File: src/rtl/ritc_pkg.sv
// Shared helpers for the RITC argmax tree: width derivation and the signed/unsigned
// compare used by the tree nodes, the trigger and the peak hold.
package ritc_pkg;

  function automatic int clogb2(input int v);
    int r;
    r = 0;
    while ((1 << r) < v) r++;
    return r;
  endfunction

  // floor(log2(v)), used to find the depth of a heap-numbered tree node
  function automatic int flog2(input int v);
    int r;
    r = 0;
    while ((2 << r) <= v) r++;
    return r;
  endfunction

  function automatic int stages(input int n);
    return (n <= 1) ? 1 : clogb2(n);
  endfunction

  function automatic int idx_bits(input int n);
    return (clogb2(n) < 1) ? 1 : clogb2(n);
  endfunction

  function automatic int pos_bits(input int n);
    return (clogb2(n) < 1) ? 1 : clogb2(n);
  endfunction

  // Values arrive zero-extended; flipping bit w-1 maps two's complement order onto unsigned order.
  function automatic logic val_gt(input logic sgn, input logic [63:0] a, input logic [63:0] b,
                                  input int w);
    logic [63:0] m;
    m = sgn ? (64'd1 << (w - 1)) : 64'd0;
    return (a ^ m) > (b ^ m);
  endfunction

  // Left wins when present and (right absent or left >= right): ties go to the lower lane.
  function automatic logic left_wins(input logic sgn, input logic a_p, input logic b_p,
                                     input logic [63:0] a, input logic [63:0] b, input int w);
    return a_p && (!b_p || !val_gt(sgn, b, a, w));
  endfunction

endpackage

File: src/rtl/ritc_argmax_node.sv
// One registered two-input compare of the argmax tree; the right operand's index
// gains bit LVL, which is the subtree-half select at this depth.
module ritc_argmax_node
  import ritc_pkg::*;
#(
  parameter int W   = 12,
  parameter int IW  = 4,
  parameter int LVL = 0,
  parameter int SGN = 0
) (
  input  logic          clk_i,
  input  logic          rst_i,
  input  logic [W-1:0]  a_val,
  input  logic          a_pres,
  input  logic [IW-1:0] a_idx,
  input  logic [W-1:0]  b_val,
  input  logic          b_pres,
  input  logic [IW-1:0] b_idx,
  output logic [W-1:0]  y_val,
  output logic          y_pres,
  output logic [IW-1:0] y_idx
);

  logic a_won;
  assign a_won = left_wins(SGN != 0, a_pres, b_pres, 64'(a_val), 64'(b_val), W);

  always_ff @(posedge clk_i or posedge rst_i) begin
    if (rst_i) begin
      y_val  <= '0;
      y_pres <= 1'b0;
      y_idx  <= '0;
    end else if (a_won) begin
      y_val  <= a_val;
      y_pres <= a_pres;
      y_idx  <= a_idx;
    end else begin
      y_val  <= b_val;
      y_pres <= b_pres;
      y_idx  <= b_idx | (IW'(1) << LVL);
    end
  end

endmodule

File: src/rtl/ritc_argmax_tree.sv
// Pipelined argmax over NUM_CORR correlation sums with threshold trigger and a
// windowed peak hold reporting best sum, lane and position per WINDOW_LEN samples.
module ritc_argmax_tree
  import ritc_pkg::*;
#(
  parameter int NUM_CORR   = 16,
  parameter int NUM_BITS   = 12,
  parameter int SIGNED     = 0,
  parameter int WINDOW_LEN = 8
) (
  input  logic                               clk_i,
  input  logic                               rst_i,
  input  logic                               valid_i,
  input  logic [NUM_CORR*NUM_BITS-1:0]       corr_i,
  input  logic [NUM_BITS-1:0]                threshold_i,
  input  logic                               clear_i,
  output logic [NUM_BITS-1:0]                max_o,
  output logic [idx_bits(NUM_CORR)-1:0]      idx_o,
  output logic                               valid_o,
  output logic                               trig_o,
  output logic [NUM_BITS-1:0]                hold_max_o,
  output logic [idx_bits(NUM_CORR)-1:0]      hold_idx_o,
  output logic [pos_bits(WINDOW_LEN)-1:0]    hold_pos_o,
  output logic                               hold_valid_o
);

  localparam int S        = stages(NUM_CORR);
  localparam int IDX_BITS = idx_bits(NUM_CORR);
  localparam int POS_BITS = pos_bits(WINDOW_LEN);
  localparam int LEAVES   = 1 << S;
  localparam logic SGN    = (SIGNED != 0);

  // Heap numbering: node n has children 2n and 2n+1; leaves sit at LEAVES..2*LEAVES-1.
  logic [2*LEAVES-1:1][NUM_BITS-1:0] hv;
  logic [2*LEAVES-1:1]               hp;
  logic [2*LEAVES-1:1][S-1:0]        hi;

  for (genvar k = 0; k < LEAVES; k++) begin : g_leaf
    if (k < NUM_CORR) begin : g_real
      assign hv[LEAVES+k] = corr_i[k*NUM_BITS +: NUM_BITS];
      assign hp[LEAVES+k] = 1'b1;
    end else begin : g_pad
      assign hv[LEAVES+k] = '0;
      assign hp[LEAVES+k] = 1'b0;
    end
    assign hi[LEAVES+k] = '0;
  end

  for (genvar n = 1; n < LEAVES; n++) begin : g_node
    ritc_argmax_node #(
      .W(NUM_BITS), .IW(S), .LVL(S - 1 - flog2(n)), .SGN(SIGNED)
    ) u_node (
      .clk_i (clk_i),
      .rst_i (rst_i),
      .a_val (hv[2*n]),
      .a_pres(hp[2*n]),
      .a_idx (hi[2*n]),
      .b_val (hv[2*n+1]),
      .b_pres(hp[2*n+1]),
      .b_idx (hi[2*n+1]),
      .y_val (hv[n]),
      .y_pres(hp[n]),
      .y_idx (hi[n])
    );
  end

  logic [S:1] vld_q;
  logic [S:0] vld_pipe;
  assign vld_pipe = {vld_q, valid_i};

  always_ff @(posedge clk_i or posedge rst_i) begin
    if (rst_i) vld_q <= '0;
    else       vld_q <= vld_pipe[S-1:0];
  end

  assign valid_o = vld_pipe[S];
  assign max_o   = hv[1];
  assign idx_o   = hi[1];
  assign trig_o  = valid_o & hp[1] & val_gt(SGN, 64'(max_o), 64'(threshold_i), NUM_BITS);

  logic [POS_BITS-1:0] pos_q, best_pos_q, nb_pos;
  logic [NUM_BITS-1:0] best_val_q, nb_val;
  logic [IDX_BITS-1:0] best_idx_q, nb_idx;
  logic                take, last;

  // nb_* is the best including the current sample, so the final window sample counts.
  always_comb begin
    take   = (pos_q == '0) || val_gt(SGN, 64'(max_o), 64'(best_val_q), NUM_BITS);
    nb_val = take ? max_o : best_val_q;
    nb_idx = take ? idx_o : best_idx_q;
    nb_pos = take ? pos_q : best_pos_q;
    last   = (pos_q == POS_BITS'(WINDOW_LEN - 1));
  end

  always_ff @(posedge clk_i or posedge rst_i) begin
    if (rst_i) begin
      pos_q        <= '0;
      best_val_q   <= '0;
      best_idx_q   <= '0;
      best_pos_q   <= '0;
      hold_max_o   <= '0;
      hold_idx_o   <= '0;
      hold_pos_o   <= '0;
      hold_valid_o <= 1'b0;
    end else begin
      hold_valid_o <= 1'b0;
      if (clear_i) begin
        pos_q <= '0;
      end else if (valid_o) begin
        best_val_q <= nb_val;
        best_idx_q <= nb_idx;
        best_pos_q <= nb_pos;
        if (last) begin
          hold_max_o   <= nb_val;
          hold_idx_o   <= nb_idx;
          hold_pos_o   <= nb_pos;
          hold_valid_o <= 1'b1;
          pos_q        <= '0;
        end else begin
          pos_q <= pos_q + POS_BITS'(1);
        end
      end
    end
  end

endmodule

File: config.mk
export PLATFORM = sky130hd
export DESIGN_NAME = ritc_argmax_tree
export DESIGN_NICKNAME = d
export VERILOG_FILES = /design/src/rtl/ritc_pkg.sv /design/src/rtl/ritc_argmax_node.sv /design/src/rtl/ritc_argmax_tree.sv
export SDC_FILE = /design/constraint.sdc
export NUM_CORES = 1
export LEC_CHECK = 0
export BUFFER_PORTS_ARGS = -buffer_cell sky130_fd_sc_hd__buf_2
export CAP_MARGIN = 20
export CORE_ASPECT_RATIO = 1.25
export CORE_MARGIN = 1
export CORE_UTILIZATION = 53
export DETAILED_ROUTE_END_ITERATION = 16
export PLACE_DENSITY = 0.85
export SLEW_MARGIN = 0
export SYNTH_ARGS = -nofsm -noshare
export SYNTH_HDL_FRONTEND = slang
export SYNTH_SLANG_ARGS = --single-unit
File: constraint.sdc
create_clock -name clk_i -period 6.8 [get_ports clk_i]
set_input_delay 0.34 -clock clk_i [delete_from_list [all_inputs] [get_ports clk_i]]
set_output_delay 0.34 -clock clk_i [all_outputs]
set_load 0.01 [all_outputs]
# After elaboration in Yosys (flattened, before gate mapping)
# Cells that the tools add are included.
# word_totals
word_cells	133
in_bits	208
regBits	274
output_inout_bits	38
# classes
reduce_logical	29
n_eq_ne	1
n_addsub	1
muxes	39
n_bitwise	3
magnitude_cmp	17
# op_table
op	n
> comparator 12 bit	17
2-to-1 mux 12 bit	16
2-to-1 mux 4 bit	5
2-to-1 mux 3 bit	5
2-to-1 mux 1 bit	11
zero test 1 bit	10
logical OR 1 bit	8
logical AND 1 bit	7
2-to-1 mux 2 bit	2
adder 3 x 1 -> 3 bit (second input constant)	1
== test 3 bit (second input constant)	1
zero test 3 bit	1
AND reduction 3 bit	1
bitwise AND 1 bit	2
AND reduction 2 bit	1
nonzero test 2 bit	1
NOT 1 bit	1

# Depth between registers and ports, before layout
# Gate-level depths: netlist (run 1).
# depth
word_depth	5
mapped_depth	11
mapped_depth_nobuf	9

# Modules after synthesis
# A second synthesis (run 1) with hierarchy kept.
# hier_totals
hier_cells	2746
hier_area_um2	23228.5
# by_module_without_submodules
module	area_each_um2	seq_area_each_um2	cells_per_inst	instances
ritc_argmax_node	1372.6	425.4	166	15
ritc_argmax_tree	2640.0	1151.1	256	1

# Least setup slack after synthesis (run 1)
# Ideal clock, no wire load.
# synth_timing
kind	register to register
from	register g_node[1].u_node.y_val[1]
to	register best_idx_q[0]
path_buffers	1
path_stages_with_launch	9
synth_period_minus_slack_ns	2.413
t_required_ns	6.675
arrival_time_ns	2.288
setup_slack_ns	4.387
setup_ns	0.125
path_cell_list	dfrtp_1 > ha_1 > nor2b_4 > o211ai_2 > a211oi_2 > o41a_1 > o21ai_4 > buf_12 > mux2_4
# synth_between
elab_chain_len	3
# synth_rtl
item	line	text
start: declaration	ritc_argmax_node.sv:19	output logic [W-1:0] y_val,
start signal: assignment	ritc_argmax_node.sv:33	y_val <= a_val;
start signal: assignment	ritc_argmax_node.sv:37	y_val <= b_val;
> comparator 12 bit	ritc_pkg.sv:37	return (a ^ m) > (b ^ m);
logical OR 1 bit	ritc_argmax_tree.sv:88	take = (pos_q == '0) || val_gt(SGN, 64'(max_o), 64'(best_val_q), NUM_BITS);
2-to-1 mux 4 bit	ritc_argmax_tree.sv:90	nb_idx = take ? idx_o : best_idx_q;
end signal: assignment	ritc_argmax_tree.sv:111	best_idx_q <= nb_idx;
end: declaration	ritc_argmax_tree.sv:83	logic [IDX_BITS-1:0] best_idx_q, nb_idx;
# No other way between the ends.
# A chain may end at the register's enable or synchronous reset.

# Worst setup path in the final report (run 1)
# layout_timing
from	register g_node[1].u_node.y_val[1]
to	register best_idx_q[3]
# Same word-level chain as after synthesis.

==> impl_metrics.env, run 1 <==
export IMPL_ys_ff_latch=256
export IMPL_synth_most_common_cell="sky130_fd_sc_hd__inv_1"
export IMPL_crit_required_ns=7.21
export IMPL_max_clock_path_buffers=3
export IMPL_yosys_cell_types_count=49
export IMPL_fin_total_pwr_uw=5910
export IMPL_timing_critical_path_buf_inv=0
export IMPL_share_of_async_settable_or_async_resettable_flops_after_synthesis=1.00
export IMPL_layout_filler_cells=2432
export IMPL_holdCritPathClass="in -> async"
export IMPL_worst_setup_path_type="reg -> reg"
export IMPL_kind_of_capture_point_of_the_worst_setup_path="flop"
export IMPL_peakVddDrop_mv=0.294
export IMPL_worst_path_dominant_cell_family="compound AO/OA/AOI/OAI gates"
export IMPL_post_cts_resize_count=0
export IMPL_ioPinCount=246
export IMPL_clock_edge_transition_at_the_registers_on_the_reported_setup_and_hold_paths_ns=0.06
export IMPL_numClockSinks=256
export IMPL_antenna_cells=0
export IMPL_routed_wl_um=38600
export IMPL_switchingPower_uw=2040
export IMPL_combPwrFrac=0.352
export IMPL_std_cell_rows=72
export IMPL_cts_inserted_buffers=27
export IMPL_seq_area_frac_synth=0.383
export IMPL_layout_drive_gt1_share=0.237
export IMPL_cpPeakStageDelay_ns=0.79
export IMPL_setup_worst_path_start="g_node[1].u_node.y_val[1]$_DFF_PP0_"
export IMPL_1st_pass_router_iterations=5
export IMPL_clock_skew_final_ns=0.0126
export IMPL_netlist_top_cell_by_area="sky130_fd_sc_hd__dfrtp_1"
export IMPL_placement_io_buffers=245
export IMPL_number_of_enable_flip_flop_cells_after_synthesis=0
export IMPL_timing_critical_path_slowest_stage_cell="sky130_fd_sc_hd__o21ai_4"
export IMPL_timing_final_hold_violations=0
export IMPL_max_cap_violations=0
export IMPL_synthToLayoutAreaGrowth_pct=15.7
export IMPL_power_share_sequential=0.371
export IMPL_final_nets=2356
export IMPL_setup_repair_after_global_routing_missed_its_margin="false"
export IMPL_synthFlopType="sky130_fd_sc_hd__dfrtp_1"
export IMPL_die_area_um2=32300
export IMPL_share_of_the_synthesized_area_in_the_top_cell_type=0.383
export IMPL_power_density_nw_per_um2=305
export IMPL_detail_route_antenna_nets=0
export IMPL_drv_slew=0
export IMPL_die_height_um=201
export IMPL_antenna_found_initial=0
export IMPL_setup_tns_ns=0
export IMPL_routed_vias=13857
export IMPL_remaining_overflow_grt=0
export IMPL_synth_fp_nets=2154
export IMPL_drt_first_iter_violations=1048
export IMPL_core_area_um2=31000
export IMPL_power_report_internal_total_uw=3880
export IMPL_initial_core_util=0.540
export IMPL_grt_max_degree=165
export IMPL_finalSetupViolCount=0
export IMPL_clock_tree_from_tritoncts="built"
export IMPL_grt_pass1_wl_um=64700
export IMPL_p_leak_uw=0.00994
export IMPL_warnings_synthesis=0
export IMPL_tightest_slew_ns=1.15
export IMPL_worstSkewPairLatency_ns=0.54
export IMPL_routedWlPerCell_um=16.3
export IMPL_slew_headroom=0.234
export IMPL_syn_inst=1739
export IMPL_syn_avg_cell_area_um2=9.63
export IMPL_syn_cell_area_um2=16700
export IMPL_place_gp_congestion=0.900
export IMPL_grt_use_total=0.240
export IMPL_drc=0
export IMPL_timing_critical_path_arrival_ns=3.60
export IMPL_min_period_ns=3.18
export IMPL_r2r_start="g_node[1].u_node.y_val[1]$_DFF_PP0_"
export IMPL_critical_path_max_fanout=21
export IMPL_setup_worst_path_start_class="flop"
export IMPL_min_period_over_period=0.468
export IMPL_worstPathCellList="ha_1 -> nor2b_4 -> o211ai_2 -> a211oi_2 -> o41a_1 -> o21ai_4 -> mux2_2"
export IMPL_synth_cells_most_frequent="sky130_fd_sc_hd__inv_1, sky130_fd_sc_hd__dfrtp_1, sky130_fd_sc_hd__ha_1"
export IMPL_share_clk_of_total_power=0.277
export IMPL_status="complete, no violations"
export IMPL_p_sw_frac=0.344
export IMPL_yosys_top_cells_area="sky130_fd_sc_hd__dfrtp_1, sky130_fd_sc_hd__ha_1, sky130_fd_sc_hd__mux2_2"
export IMPL_drt_vias_per_instance=5.85
export IMPL_first_global_vias=13721
export IMPL_root_buffer="sky130_fd_sc_hd__clkbuf_16"
export IMPL_hpwlAfterDp_um=28200
export IMPL_cts_setup_buffers=0
export IMPL_die_w_um=161
export IMPL_cts_htree_levels=1
export IMPL_timing_fmax_ghz=0.314
-- cells by family after synthesis --
| kind of cell | count (synthesis) | share of synthesized area |
|---|---|---|
| adder cells (fa/ha/maj) | 207 | 0.155 |
| buffers and inverters | 361 | 0.0829 |
| multiplexers | 145 | 0.0996 |
| AND/OR/NAND/NOR | 336 | 0.108 |
| other | 1 | 0.000224 |
| flip-flops | 256 | 0.383 |
| AO/OA/AOI/OAI | 433 | 0.172 |
-- final cells by class --
type	count	area, um^2	share of cell area
multi-input combinational	1122	8950	0.462
sequential	256	6410	0.331
timing repair buffer	264	1480	0.0766
inverter	270	1020	0.0525
clock buffer	34	762	0.0393
tap	407	509	0.0263
clock inverter	15	243	0.0125
-- power groups by stage --
stage | Combinational, uW | Sequential, uW | Clock [uW]
2_1_floorplan | 1540 | 2120 | 0
3_3_place_gp | 1970 | 2180 | 0
3_5_place_dp | 2060 | 2210 | 0
4_1_cts | 2080 | 2190 | 1670
5_1_grt | 2330 | 2230 | 1740
6_report | 2080 | 2190 | 1640
-- through the flow --
step / utilization / worst slack [ns] / std cells / hold slack, ns / instance area, um^2
finish: 0.625 / 3.62 / 2368 / 0.00175 / 19400
global route: 0.625 / 3.52 / 2368 / 0.0213 / 19400
CTS: 0.620 / 3.66 / 2360 / 0.000193 / 19200
detailed placement: 0.587 / 3.66 / 2310 / 0.336 / 18200
global placement: 0.587 / 3.75 / 2309 / 0.333 / 18200
floorplan: - / 3.09 / 1739 / 0.331 / 16700
-- state kept, by name, indices dropped and copies added (netlist names), 4 cells and up --
name                  cells
vld_q                     4
hold_max_o               12
g_node.u_node.y_idx      26
hold_idx_o                4
g_node.u_node.y_pres      4
best_idx_q                4
g_node.u_node.y_val     180
best_val_q               12
-- final timing paths --
| kind | endpoint | slack [ns] | cells after the start |
|---|---|---|---|
| max in group asynchronous | g_node[13].u_node.y_idx[0]$_DFF_PP0_ | 5.42 | 3 |
| worst min-delay path | g_node[9].u_node.y_val[6]$_DFF_PP0_ | 0.002 | 2 |
| worst max-delay path | best_idx_q[3]$_DFFE_PP0P_ | 3.62 | 7 |
| min in group clk_i | pos_q[1]$_DFFE_PP0P_ | 0.01 | 2 |
| worst max register to register | best_idx_q[3]$_DFFE_PP0P_ | 3.62 | 7 |
| worst min register to register | vld_q[3]$_DFF_PP0_ | 0.35 | 0 |
-- per-layer routing --
layer	share of wire	vias to the layer above	GRT usage
li1	-	6676	-
met3	0.047	72	0.0267
met5	0	-	0
met1	0.41	6696	0.298
met2	0.51	413	0.432
met4	0.027	0	0.0768
-- cells in the final DEF (no fill, tap or decap), types with 42 or more instances in the layout --
| cell | count |
|---|---|
| sky130_fd_sc_hd__nand4_1 | 43 |
| sky130_fd_sc_hd__buf_2 | 245 |
| sky130_fd_sc_hd__a21oi_1 | 74 |
| sky130_fd_sc_hd__o22ai_1 | 53 |
| sky130_fd_sc_hd__mux2_2 | 133 |
| sky130_fd_sc_hd__ha_1 | 207 |
| sky130_fd_sc_hd__o211ai_1 | 53 |
| sky130_fd_sc_hd__a31oi_1 | 84 |
| sky130_fd_sc_hd__o21ai_0 | 42 |
| sky130_fd_sc_hd__nand2_1 | 83 |
| sky130_fd_sc_hd__nand3_1 | 68 |
| sky130_fd_sc_hd__dfrtp_1 | 255 |
| sky130_fd_sc_hd__inv_1 | 269 |
| sky130_fd_sc_hd__a21o_1 | 52 |
| sky130_fd_sc_hd__or4_1 | 53 |
-- what timing repair did --
action / CTS / global route
setup endpoints to repair: 0 / 0
hold endpoints to repair: 1 / 0
hold buffers: 1 / 0
No activity file was read; power rests on OpenSTA's default activity.
==> run 2: changes to the inputs <==
Settings changed: ABC_AREA from default to 1, CORE_UTILIZATION 53 to 52, PLACE_DENSITY 0.85 to 0.84.
Clock period 6.8 ns to 2.9 ns, I/O delays scaled along.
==> run 2 against run 1 <==
Against the previous run: die area decreased by 7.4%; clock power increased by 130%; sequential cell count unchanged; sequential share of layout area decreased by 0.56 points; power increased by 130%; critical path depth increased by 5; highest routed layer unchanged.
==> impl_metrics.env, run 2 <==
export IMPL_status="complete, no violations"
export IMPL_sequential_cell_area_um2=6410
export IMPL_antenna_cells=0
export IMPL_fin_area_um2=19700
export IMPL_grt_max_degree=56
export IMPL_syn_avg_cell_area_um2=8.09
export IMPL_setup_worst_path_start_class="primary input"
export IMPL_drt_vias_per_instance=5.35
export IMPL_synthFlopType="sky130_fd_sc_hd__dfrtp_1"
export IMPL_number_of_enable_flip_flop_cells_after_synthesis=0
export IMPL_cts_htree_levels=1
export IMPL_grt_use_total=0.282
export IMPL_routedWlPerCell_um=15.3
export IMPL_timing_final_hold_violations=0
export IMPL_yosys_top_cells_area="sky130_fd_sc_hd__dfrtp_1, sky130_fd_sc_hd__ha_1, sky130_fd_sc_hd__nand2_1"
export IMPL_grt_pass1_wl_um=68400
export IMPL_drv_slew=0
export IMPL_layout_drive_gt1_share=0.153
export IMPL_worstSkewPairLatency_ns=0.52
export IMPL_synth_fp_nets=2292
export IMPL_finalSetupViolCount=0
export IMPL_hold_crit_depth=2
export IMPL_regMostFlops="g_node.u_node.y_val"
export IMPL_cts_setup_buffers=0
export IMPL_multi_input_gate_area_um2=7370
export IMPL_detailed_place_area_um2=16800
export IMPL_post_synth_mux_area_share=0
export IMPL_final_critical_path_setup_slack_ns=0.208
export IMPL_worstPathCellList="dlygate4sd3_1 -> buf_2 -> ha_1 -> a21oi_1 -> o21ai_0 -> nand3_1 -> nand3_1 -> nand2_1 -> inv_1 -> nand2_1 -> nand2_1 -> dlygate4sd3_1"
export IMPL_numClockSinks=256
export IMPL_holdCritPathClass="in -> reg"
export IMPL_hpwlAfterDp_um=26300
export IMPL_globalRouteMet3Util=0.0384
export IMPL_detail_route_antenna_nets=0
export IMPL_drt_first_iter_violations=807
export IMPL_fin_total_pwr_uw=13700
export IMPL_syn_cell_area_um2=15200
export IMPL_layout_commonest_cell="sky130_fd_sc_hd__nand2_1"
export IMPL_die_area_um2=29900
export IMPL_critical_path_most_common_cell="sky130_fd_sc_hd__nand2_1"
export IMPL_share_of_async_settable_or_async_resettable_flops_after_synthesis=1.00
export IMPL_synth_top_family_by_area="simple AND/OR/NAND/NOR gates"
export IMPL_die_height_um=193
export IMPL_remaining_overflow_grt=0
export IMPL_synth_most_common_cell="sky130_fd_sc_hd__nand2_1"
export IMPL_clock_edge_transition_at_the_registers_on_the_reported_setup_and_hold_paths_ns=0.06
export IMPL_root_buffer="sky130_fd_sc_hd__clkbuf_16"
export IMPL_top_regs="g_node.u_node.y_val: 180 flops, g_node.u_node.y_idx: 26 flops"
export IMPL_max_clock_path_buffers=3
export IMPL_place_ws_ns=0.694
export IMPL_initial_core_util=0.532
export IMPL_synth_simple_gate_area_share=0.250
export IMPL_max_cap_violations=0
export IMPL_ys_ff_latch=256
export IMPL_clock_tree_from_tritoncts="built"
export IMPL_netlist_top_cell_by_area="sky130_fd_sc_hd__dfrtp_1"
export IMPL_synth_cells_most_frequent="sky130_fd_sc_hd__nand2_1, sky130_fd_sc_hd__inv_1, sky130_fd_sc_hd__dfrtp_1"
export IMPL_met2_usage_grt=0.526
export IMPL_timing_reg2reg_worst_path_depth=12
export IMPL_antenna_found_initial=0
export IMPL_min_period_ns=2.69
export IMPL_share_of_the_synthesized_area_in_the_top_cell_type=0.422
export IMPL_power_density_nw_per_um2=695
export IMPL_setup_repair_after_global_routing_missed_its_margin="false"
export IMPL_std_cell_rows=69
export IMPL_routed_wl_um=41500
export IMPL_layout_filler_cells=1910
export IMPL_crit_required_ns=3.36
export IMPL_timing_critical_path_arrival_ns=3.15
export IMPL_min_period_over_period=0.928
export IMPL_peakVddDrop_mv=0.367
export IMPL_cpPeakStageDelay_ns=0.58
export IMPL_global_route_peak_usage_layer="met2"
export IMPL_drc=0
export IMPL_clock_skew_final_ns=0.0103
export IMPL_kind_of_capture_point_of_the_worst_setup_path="flop"
export IMPL_timing_critical_path_slowest_stage_cell="sky130_fd_sc_hd__dlygate4sd3_1"
export IMPL_p_leak_uw=0.0111
export IMPL_placement_io_buffers=245
export IMPL_warnings_synthesis=0
export IMPL_largest_register_ffs=180
export IMPL_syn_inst=1877
export IMPL_seq_area_frac_synth=0.422
export IMPL_slew_headroom=0.482
export IMPL_cts_inserted_buffers=26
export IMPL_yosys_cell_types_count=34
export IMPL_tightest_slew_ns=0.775
export IMPL_core_area_um2=28600
export IMPL_synth_xor_xnor_area_share=0
export IMPL_layout_cells_most_common_list="sky130_fd_sc_hd__nand2_1, sky130_fd_sc_hd__inv_1, sky130_fd_sc_hd__dfrtp_1"
export IMPL_1st_pass_router_iterations=7
export IMPL_synthToLayoutAreaGrowth_pct=29.7
export IMPL_routed_vias=14538
export IMPL_worst_setup_path_type="in -> reg"
export IMPL_die_w_um=155
export IMPL_final_nets=2721
export IMPL_ioPinCount=246
export IMPL_place_gp_congestion=0.922
export IMPL_grt_util_met1=0.310
export IMPL_timing_fmax_ghz=0.371
export IMPL_first_global_vias=15127
export IMPL_critical_path_max_fanout=14
export IMPL_synth_compound_area_frac=0.0647
export IMPL_synthAdderAreaFrac=0.170
## run 2: what timing repair did
item                                   4_1_cts  5_1_grt
gates resized for setup                      0        2
endpoints found under the hold margin      125        0
setup endpoints to repair                    0        3
hold buffers                               195        0
## run 2: final cells by class
class	count	area share
Clock buffer	34	0.0387
Clock inverter	14	0.0115
Inverter	290	0.0554
Multi-Input combinational cell	1276	0.374
Sequential cell	256	0.325
Tap cell	390	0.0248
Timing Repair Buffer	456	0.170
## run 2: critical path: cells and delay by family
family,cells,cell delay (ns)
buf+inv,4,1.66
fa+ha+maj,1,0.30
compound gates,2,0.31
simple gates,5,0.73
## run 2: routing by layer
layer  share of wire  wire [um]  vias up
li1                -          -     6886
met3           0.056       2310      212
met4           0.047       1930        0
met1            0.38      15800     6777
met2            0.52      21500      663
met5               0          0        -
## run 2: cells by family (layout without fill, tap and decap cells)
kind of cell    Yosys count  in the layout
buf+inv                 345            794
fa+ha+maj               207            207
simple gates            884            884
other cells               1              1
compound gates          184            184
flops                   256            256
## run 2: final timing paths
path,end,slack (ns),start
worst max-delay path,g_node[11].u_node.y_val[8]$_DFF_PP0_,0.21,corr_i[85]
worst min-delay path,vld_q[1]$_DFF_PP0_,0.29,valid_i
worst max register to register,hold_max_o[5]$_DFFE_PP0P_,0.63,g_node[1].u_node.y_val[11]$_DFF_PP0_
worst min register to register,vld_q[3]$_DFF_PP0_,0.35,vld_q[2]$_DFF_PP0_
max in group asynchronous,g_node[12].u_node.y_pres$_DFF_PP0_,1.86,rst_i
min in group asynchronous,g_node[1].u_node.y_val[10]$_DFF_PP0_,0.32,rst_i
## run 2: where the power goes
part           internal (uW)  switching, uW  leakage (uW)  total (uW)
clock network           2380           1370      0.000490        3750
logic                   1970           2960       0.00752        4930
registers               4380            629       0.00313        5010
total                   8730           4960        0.0111       13700
## run 2: metrics by stage
step | util | std cells | TNS, ns | hold WS (ns)
after floorplan | - | 1877 | -157.86 | 0.176
after global placement | 0.587 | 2473 | 0 | 0.271
after detailed placement | 0.587 | 2473 | 0 | 0.255
after CTS | 0.690 | 2716 | 0 | 0.271
after global routing | 0.690 | 2716 | 0 | 0.280
final | 0.690 | 2716 | 0 | 0.286
==> run 3: changes to the inputs <==
Settings changed: CORE_UTILIZATION 52 to 25, PLACE_DENSITY 0.84 to 0.5.
==> run 3 against run 2 <==
Against the previous run: routed wire length decreased by 3.2%; die area increased by 110%; global-route usage decreased by 15 points; clock power increased by 9.3%; largest cell class unchanged.
==> impl_metrics.env, run 3 (synthesized netlist as in run 2, its figures left out) <==
export IMPL_power_density_nw_per_um2=686
export IMPL_routed_vias=13337
export IMPL_worstSkewPairLatency_ns=0.57
export IMPL_remaining_overflow_grt=0
export IMPL_largest_register_ffs=180
export IMPL_timing_critical_path_arrival_ns=3.18
export IMPL_timing_reg2reg_worst_path_depth=12
export IMPL_multi_input_gate_area_um2=7370
export IMPL_drc=0
export IMPL_synthToLayoutAreaGrowth_pct=33.6
export IMPL_routedWlPerCell_um=13.0
export IMPL_drt_vias_per_instance=4.30
export IMPL_std_cell_rows=100
export IMPL_clock_skew_final_ns=0.0193
export IMPL_grt_max_degree=64
export IMPL_layout_drive_gt1_share=0.155
export IMPL_setup_repair_after_global_routing_missed_its_margin="false"
export IMPL_antenna_cells=0
export IMPL_grt_pass1_wl_um=66700
export IMPL_initial_core_util=0.254
export IMPL_detail_route_antenna_nets=0
export IMPL_min_period_ns=2.68
export IMPL_top_regs="g_node.u_node.y_val: 180 flops, g_node.u_node.y_idx: 26 flops"
export IMPL_place_gp_congestion=0.830
export IMPL_regMostFlops="g_node.u_node.y_val"
export IMPL_drt_first_iter_violations=547
export IMPL_finalSetupViolCount=0
export IMPL_status="complete, no violations"
export IMPL_cts_htree_levels=1
export IMPL_antenna_found_initial=0
export IMPL_die_w_um=222
export IMPL_layout_filler_cells=6191
export IMPL_routed_wl_um=40200
export IMPL_sequential_cell_area_um2=6410
export IMPL_worst_setup_path_type="in -> reg"
export IMPL_core_area_um2=59800
export IMPL_grt_use_total=0.131
export IMPL_layout_cells_most_common_list="sky130_fd_sc_hd__nand2_1, sky130_fd_sc_hd__inv_1, sky130_fd_sc_hd__dfrtp_1"
export IMPL_min_period_over_period=0.925
export IMPL_timing_final_hold_violations=0
export IMPL_placement_io_buffers=245
export IMPL_timing_fmax_ghz=0.373
export IMPL_numClockSinks=256
export IMPL_hold_worst_slack_ns=0.220
export IMPL_drv_slew=0
export IMPL_kind_of_capture_point_of_the_worst_setup_path="flop"
export IMPL_max_clock_path_buffers=3
export IMPL_slew_headroom=0.558
export IMPL_clock_tree_from_tritoncts="built"
export IMPL_final_nets=2727
export IMPL_peakVddDrop_mv=0.416
export IMPL_timing_reg2reg_setup_slack_ns=0.74
export IMPL_1st_pass_router_iterations=5
export IMPL_p_leak_uw=0.0112
export IMPL_root_buffer="sky130_fd_sc_hd__clkbuf_16"
export IMPL_holdCritPathClass="in -> async"
export IMPL_clock_edge_transition_at_the_registers_on_the_reported_setup_and_hold_paths_ns=0.06
export IMPL_first_global_vias=13623
export IMPL_die_height_um=278
export IMPL_hpwlAfterDp_um=31500
export IMPL_fin_util=0.339
export IMPL_die_area_um2=61800
export IMPL_setup_worst_path_start_class="primary input"
export IMPL_ioPinCount=246
export IMPL_crit_required_ns=3.39
export IMPL_tightest_slew_ns=0.663
export IMPL_critical_path_max_fanout=13
export IMPL_cts_setup_buffers=0
export IMPL_layout_commonest_cell="sky130_fd_sc_hd__nand2_1"
export IMPL_cts_inserted_buffers=30
export IMPL_max_cap_violations=0
run 3: cell types whose count changed in the layout (fill, tap and decap cells not counted):
cell                         previous run  this run
sky130_fd_sc_hd__buf_4                 11        13
sky130_fd_sc_hd__clkbuf_1               1         4
sky130_fd_sc_hd__nand2_1              589       590
sky130_fd_sc_hd__clkinvlp_4             2         4
sky130_fd_sc_hd__clkinv_2               6         2
sky130_fd_sc_hd__clkbuf_16             27        31
sky130_fd_sc_hd__clkinv_4               1         2
sky130_fd_sc_hd__inv_6                  0         4
sky130_fd_sc_hd__nand2_2               11        10
sky130_fd_sc_hd__clkbuf_8               6         3
run 3: timing repair:
action / CTS / global route
hold endpoints to repair: 118 / 0
hold buffers: 195 / 0
setup endpoints to repair: 0 / 1
gates resized for setup: 0 / 1
run 3: layout make-up:
| class | instances | share of cell area |
|---|---|---|
| Inverter | 290 | 0.0538 |
| Clock inverter | 17 | 0.0131 |
| Timing Repair Buffer | 458 | 0.166 |
| Sequential cell | 256 | 0.316 |
| Multi-Input combinational cell | 1276 | 0.363 |
| Clock buffer | 38 | 0.0410 |
| Tap cell | 765 | 0.0471 |
run 3: critical path: stages:
cell and delay [ns]:
sky130_fd_sc_hd__dlygate4sd3_1 0.52, sky130_fd_sc_hd__buf_2 0.12, sky130_fd_sc_hd__inv_1 0.04, sky130_fd_sc_hd__ha_1 0.30
sky130_fd_sc_hd__a21oi_1 0.14, sky130_fd_sc_hd__nor2_1 0.05, sky130_fd_sc_hd__a211oi_1 0.16, sky130_fd_sc_hd__nand3_1 0.40
sky130_fd_sc_hd__nand2_1 0.53, sky130_fd_sc_hd__nand2_1 0.10, sky130_fd_sc_hd__nand2_1 0.09, sky130_fd_sc_hd__dlygate4sd3_1 0.57
run 3: path summary, 6_finish.rpt:
| path | startpoint | end |
|---|---|---|
| worst max-delay path | corr_i[177] | g_node[15].u_node.y_val[7]$_DFF_PP0_ |
| worst min-delay path | rst_i | g_node[15].u_node.y_val[0]$_DFF_PP0_ |
| worst max register to register | g_node[1].u_node.y_val[11]$_DFF_PP0_ | hold_max_o[9]$_DFFE_PP0P_ |
| worst min register to register | vld_q[2]$_DFF_PP0_ | vld_q[3]$_DFF_PP0_ |
| max in group asynchronous | rst_i | hold_max_o[10]$_DFFE_PP0P_ |
| min in group clk_i | valid_i | vld_q[1]$_DFF_PP0_ |
run 3: routing by layer:
layer	vias to the layer above	routed length, um	track usage
met1	6143	17600	0.160
li1	6880	-	-
met4	0	1000	0.0408
met2	247	20200	0.239
met5	-	0	0
met3	67	1380	0.0144
run 3: stage by stage:
stage | instance area, um^2 | setup TNS [ns] | total power [uW] | std cells | worst slack [ns]
3_3_place_gp | 17300 | 0 | 9480 | 2850 | 0.750
4_1_cts | 20300 | 0 | 14200 | 3100 | 0.228
6_report | 20300 | 0 | 13900 | 3100 | 0.217
5_1_grt | 20300 | 0 | 15100 | 3100 | 0.0268
2_1_floorplan | 15200 | -157.86 | 8250 | 1877 | -0.617
3_5_place_dp | 17300 | 0 | 9620 | 2850 | 0.714
run 3: power breakdown:
part / switching [uW] / total [uW] / internal, uW
clock network: 1530 / 4100 / 2570
registers: 643 / 5030 / 4380
logic: 2860 / 4800 / 1940
